File: src/rtl/trace_replay_pkg.sv
`default_nettype none
// ============================================================================
// Module   : trace_replay_pkg
// Function : Opcode encoding shared by the trace replay node and its helpers.
// Revision : 1.0
// ============================================================================
package trace_replay_pkg;

  localparam int OPCODE_WIDTH = 4;

  typedef enum logic [OPCODE_WIDTH-1:0] {
    OP_NOP      = 4'd0,
    OP_SEND     = 4'd1,
    OP_RECV     = 4'd2,
    OP_DONE     = 4'd3,
    OP_FINISH   = 4'd4,
    OP_CYC_INIT = 4'd5,
    OP_CYC_WAIT = 4'd6
  } opcode_e;

endpackage
`default_nettype wire

File: src/rtl/trace_replay_cycle_ctr.sv
`default_nettype none
// ============================================================================
// Module   : trace_replay_cycle_ctr
// Function : 32-bit loadable down-counter with zero flag for timed waits.
// Revision : 1.0
// ============================================================================
module trace_replay_cycle_ctr (
  input  logic        clk_i,
  input  logic        reset_i,
  input  logic        load_i,
  input  logic        dec_i,
  input  logic [31:0] load_val_i,
  output logic        zero_o
);

  logic [31:0] cnt_q, cnt_d;

  always_comb begin
    cnt_d = cnt_q;
    if (load_i) begin
      cnt_d = load_val_i;
    end else if (dec_i && (cnt_q != 32'd0)) begin
      cnt_d = cnt_q - 32'd1;
    end
  end

  always_ff @(posedge clk_i or negedge reset_i) begin
    if (!reset_i) begin
      cnt_q <= 32'd0;
    end else begin
      cnt_q <= cnt_d;
    end
  end

  assign zero_o = (cnt_q == 32'd0);

endmodule
`default_nettype wire

File: src/rtl/trace_replay_node.sv
`default_nettype none
// ============================================================================
// Module   : trace_replay_node
// Function : ROM-driven stimulus/checker node (valid/yumi out, valid/ready in).
//            Optional debug prints and FINISH->$finish under TRACE_REPLAY_DEBUG_EN.
// Revision : 1.0
// ============================================================================
module trace_replay_node
  import trace_replay_pkg::*;
#(
  parameter int ring_width_p     = 80,
  parameter int rom_addr_width_p = 6
) (
  input  logic                          clk_i,
  input  logic                          reset_i,
  input  logic                          en_i,
  input  logic                          v_i,
  input  logic [ring_width_p-1:0]       data_i,
  output logic                          ready_o,
  output logic                          v_o,
  output logic [ring_width_p-1:0]       data_o,
  input  logic                          yumi_i,
  output logic [rom_addr_width_p-1:0]   rom_addr_o,
  input  logic [ring_width_p+3:0]       rom_data_i,
  output logic                          done_o,
  output logic                          error_o
);

  logic [rom_addr_width_p-1:0] addr_q, addr_d;
  logic                        done_q, done_d;
  logic                        error_q, error_d;
  logic [OPCODE_WIDTH-1:0]     opcode;
  logic [ring_width_p-1:0]     payload;
  logic                        active;
  logic                        advance;
  logic                        ctr_load, ctr_dec, ctr_zero;
  logic [31:0]                 cyc_init_val;

  assign opcode  = rom_data_i[ring_width_p+OPCODE_WIDTH-1:ring_width_p];
  assign payload = rom_data_i[ring_width_p-1:0];

  // Reset is folded in so the handshake outputs are low while reset is held.
  assign active  = reset_i & en_i & ~done_q;
  assign v_o     = active & (opcode == OP_SEND);
  assign ready_o = active & (opcode == OP_RECV);
  assign data_o  = v_o ? payload : '0;

  assign rom_addr_o = addr_q;
  assign done_o     = done_q;
  assign error_o    = error_q;

  generate
    if (ring_width_p >= 32) begin : g_init_trunc
      assign cyc_init_val = payload[31:0];
    end else begin : g_init_ext
      assign cyc_init_val = {{(32-ring_width_p){1'b0}}, payload};
    end
  endgenerate

  always_comb begin
    advance  = 1'b0;
    ctr_load = 1'b0;
    ctr_dec  = 1'b0;
    done_d   = done_q;
    error_d  = error_q;
    if (active) begin
      case (opcode)
        OP_NOP:  advance = 1'b1;
        OP_SEND: advance = yumi_i;
        OP_RECV: begin
          if (v_i) begin
            advance = 1'b1;
            if (data_i != payload) error_d = 1'b1;
          end
        end
        OP_DONE, OP_FINISH: done_d = 1'b1;
        OP_CYC_INIT: begin
          ctr_load = 1'b1;
          advance  = 1'b1;
        end
        OP_CYC_WAIT: begin
          if (ctr_zero) advance = 1'b1;
          else          ctr_dec = 1'b1;
        end
        default: begin
          error_d = 1'b1;
          advance = 1'b1;
        end
      endcase
    end
    addr_d = advance ? addr_q + rom_addr_width_p'(1) : addr_q;
  end

  always_ff @(posedge clk_i or negedge reset_i) begin
    if (!reset_i) begin
      addr_q  <= '0;
      done_q  <= 1'b0;
      error_q <= 1'b0;
    end else begin
      addr_q  <= addr_d;
      done_q  <= done_d;
      error_q <= error_d;
    end
  end

  trace_replay_cycle_ctr u_cycle_ctr (
    .clk_i      (clk_i),
    .reset_i    (reset_i),
    .load_i     (ctr_load),
    .dec_i      (ctr_dec),
    .load_val_i (cyc_init_val),
    .zero_o     (ctr_zero)
  );

`ifdef TRACE_REPLAY_DEBUG_EN
  logic finish_pend_q;

  always_ff @(posedge clk_i or negedge reset_i) begin
    if (!reset_i) begin
      finish_pend_q <= 1'b0;
    end else if (active && (opcode == OP_FINISH)) begin
      finish_pend_q <= 1'b1;
    end
  end

  always @(posedge clk_i) begin
    if (v_o && yumi_i)
      $display("trace_replay_node: SEND addr=%0d payload=%0h", addr_q, payload);
    if (ready_o && v_i) begin
      $display("trace_replay_node: RECV addr=%0d payload=%0h", addr_q, payload);
      if (data_i != payload)
        $error("trace_replay_node: addr=%0d expected %0h actual %0h", addr_q, payload, data_i);
    end
    if (active && (opcode > OP_CYC_WAIT))
      $error("trace_replay_node: illegal opcode %0d at addr=%0d", opcode, addr_q);
    if (finish_pend_q)
      $finish;
  end
`else
  // FINISH retires exactly like DONE in synthesizable builds.
`endif

endmodule
`default_nettype wire

File: config.mk
export PLATFORM = sky130hd
export DESIGN_NAME = trace_replay_node
export DESIGN_NICKNAME = d
export VERILOG_FILES = /design/src/rtl/trace_replay_pkg.sv /design/src/rtl/trace_replay_cycle_ctr.sv /design/src/rtl/trace_replay_node.sv
export SDC_FILE = /design/constraint.sdc
export NUM_CORES = 1
export LEC_CHECK = 0
export CAP_MARGIN = 20
export CORE_UTILIZATION = 38
export DETAILED_ROUTE_END_ITERATION = 6
export DONT_BUFFER_PORTS = 1
export RECOVER_POWER = 25
export SLEW_MARGIN = 20
export SYNTH_ARGS = -nofsm -noshare
export SYNTH_HDL_FRONTEND = slang
export SYNTH_SLANG_ARGS = --single-unit
File: constraint.sdc
create_clock -name clk_i -period 3.5 [get_ports clk_i]
set_input_delay 0.35 -clock clk_i [delete_from_list [all_inputs] [get_ports clk_i]]
set_output_delay 0.35 -clock clk_i [all_outputs]
set_load 0.01 [all_outputs]
==> results.cfg <==
[cts]
htree_levels = 2
cts_setup_buffers = 0
cts.sinks = 40
clk_pin_slew_ns = 0.08
cts_buffer_depth = 2
cts_buffers = 5
clock_latency_ns = 0.30
tritoncts = built
cts-root-buf = clkbuf_8

[sta]
setup_viol_count_final = 0
fmax_mhz = 369
finalSetupTns_ns = 0
period_share = 0.774
rsz0062_at_grt = no
fin_crit_ns = 2.71
slew_violations = 41
tightestPinTransition_ns = 2.26
relSlewSlack = -0.505
final_hold_viol_count = 0
skew_ns = 0.00731

[detailed_routing]
drt_iter0_drc = 399
via_count = 4101
routedWlPerCell_um = 25.2
postRouteAntennaNets = 0
drt-vias-per-instance = 6.47
drc_errors = 0
wl_mm = 16.0
firstDrtPassIters = 6

[synth]
ys_ff_latch = 40
synth_async_sr_flop_share = 1.00
syn_nets = 675
ys_seq_area_frac = 0.246
synth_mux_area_frac = 0.00524
synth_edf_count = 0
synth_top_family_by_area = simple AND/OR/NAND/NOR gates
synth_warnings = 0
postSynthAreaPerCell_sq_um = 8.06
synth_simple_gate_area_share = 0.383
syn_area_sq_um = 4060
synth.distinct_cells = 54
ys.flop_type = dfrtp_1
syn-instance-count = 504
yosys.area_share.adder = 0.00616
synthXorXnorAreaFrac = 0.185
synth-compound-area-share = 0.141

[floorplan]
die_x_um = 105
die-height_um = 105
dieArea_sq_um = 11100
pin_count = 259
row_count = 37
coreArea_sq_um = 10300
start_util = 0.393

[power]
p_sw_frac = 0.347
power.switching_w = 0.000490
pwr-share-seq = 0.498
clockPowerShare = 0.239
ir_worst_vdd_mv = 0.156
p_comb_frac = 0.263
p_leak_nw = 1.56
p_per_area_nw_per_um2 = 326
p_int_w = 0.000922

[placed_design]
place.gp.congestion = 0.889
hpwl_mm = 12.9
numPortBuffers = 0

[global_routing]
busiest_layer = met2
grt_pass1_wl_mm = 23.0
antenna_found_initial = 0
gr-total-overflow = 0
grt_max_degree = 81
first_global_vias = 3745
use_met2 = 0.434
use_met3 = 0.0872
gr-usage-met1 = 0.370
grtUsageTotal = 0.278

[worst_setup_path]
startpoint = done_o$_DFFE_PN0P_
cp_data_arrival_time_ns = 2.36
worstSetupStartpointType = flip-flop
cp_slowest_cell = buf_4
worstPathRequired_ns = 3.15
worstSetupPathType = flip-flop to output port
crit_fanout = 80
crit_chain = nand4bb_1, nor3b_2, buf_4, and2_1
end_kind = output port
worstReg2RegStart = u_cycle_ctr.cnt_q[6]$_DFFE_PN0P_
cpPeakStageDelay_ns = 0.52

[final_layout]
antenna_cells = 0
seqCellArea_sq_um = 1000
postLayoutCoreUtil = 0.420
area_growth_pct = 6.69
drive_gt1_frac = 0.0582
multi_input_area_sq_um = 2940
nFillCells = 1032
nets = 669

[job]
drv_cap = 1

[status]
violations = max-capacitance violations, max-slew violations
outcome = finished, violations left

[min_path]
worstHoldPathType = input pin to flip-flop
min-delay-start = rom_data_i[11]
[state kept, by name, summed over array words and instances (netlist names)]
| name | flops |
|---|---|
| error_o | 1 |
| done_o | 1 |
| u_cycle_ctr.cnt_q | 32 |
| rom_addr_o | 6 |
[layout make-up]
class,instances,area share
Clock buffer,7,0.0222
Inverter,6,0.00520
Multi-Input combinational cell,431,0.678
Sequential cell,40,0.231
Tap cell,136,0.0393
Timing Repair Buffer,14,0.0240
[Yosys cell counts, types with 9 or more instances]
| cell | count | area [sq um] |
|---|---|---|
| dfrtp_1 | 40 | 1000 |
| nand3_1 | 27 | 135 |
| nor4_1 | 30 | 188 |
| and2_1 | 84 | 526 |
| or3_1 | 11 | 68.8 |
| xor2_1 | 77 | 674 |
| xnor2_1 | 9 | 78.8 |
| nand2_1 | 32 | 120 |
| or4_1 | 19 | 143 |
| nor2_1 | 18 | 67.6 |
| nand4_1 | 9 | 56.3 |
| o311ai_0 | 10 | 87.6 |
| o211ai_1 | 13 | 97.6 |
| nor3_1 | 11 | 55.1 |
| clkbuf_1 | 23 | 86.3 |
| a21oi_1 | 9 | 45.0 |
[cell families after synthesis]
kind of cell / after synthesis
flip-flops: 40
multiplexers: 2
buffers and inverters: 33
AND/OR/NAND/NOR: 266
adder cells (fa/ha/maj): 2
XOR/XNOR: 86
AO/OA/AOI/OAI: 75
[final timing paths]
| path | endpoint | slack (ns) | cells past startpoint |
|---|---|---|---|
| worst max-delay path | data_o[46] | 0.79 | 4 |
| worst min-delay path | u_cycle_ctr.cnt_q[11]$_DFFE_PN0P_ | 0.17 | 2 |
| min in group asynchronous | u_cycle_ctr.cnt_q[30]$_DFFE_PN0P_ | 1.29 | 2 |
| worst min register to register | u_cycle_ctr.cnt_q[14]$_DFFE_PN0P_ | 0.54 | 1 |
| max in group asynchronous | u_cycle_ctr.cnt_q[2]$_DFFE_PN0P_ | 0.93 | 2 |
| worst max register to register | u_cycle_ctr.cnt_q[21]$_DFFE_PN0P_ | 0.80 | 5 |
[power groups by stage]
stage | sequential [W] | clock, W | combinational [W]
4_1_cts | 0.000698 | 0.000346 | 0.000374
3_3_place_gp | 0.000703 | 0 | 0.000348
3_5_place_dp | 0.000707 | 0 | 0.000358
6_report | 0.000703 | 0.000338 | 0.000372
2_1_floorplan | 0.000673 | 0 | 0.000291
5_1_grt | 0.000717 | 0.000362 | 0.000418
[routing by layer]
layer / vias to the layer above / part of all wire
met5: - / 0
met4: 0 / 0.021
met3: 24 / 0.10
met2: 228 / 0.46
met1: 2021 / 0.42
li1: 1828 / -
[cells in the final DEF, fill, tap and decap left out, types with 12 or more instances in the layout]
cell / n
and2_1: 84
buf_4: 12
dfrtp_1: 40
nand2_1: 32
nand3_1: 27
nor2_1: 17
nor4_1: 30
o211ai_1: 13
or4_1: 19
xor2_1: 77
[worst max-delay path: cells and delay by family (launching register included)]
family | cells | cell delay (ns)
buffers and inverters | 1 | 0.52
flip-flops | 1 | 0.46
AND/OR/NAND/NOR | 3 | 1.06
[metrics by stage]
step                instance area (sq um)  power (W)  hold WS, ns  cells  setup slack, ns
floorplan                            4060   0.000964       0.0544    504            0.961
global placement                     4220    0.00105       0.0571    625            0.882
detailed placement                   4220    0.00106       0.0572    625            0.840
CTS                                  4350    0.00142        0.172    634            0.802
global route                         4330    0.00150        0.170    634            0.467
finish                               4330    0.00141        0.174    634            0.790
[repair_timing]
action / CTS / global route
resized for setup: 0 / 0
hold buffers: 2 / 0
endpoints found under the hold margin: 40 / 0
(Power assumes the default switching activity.)
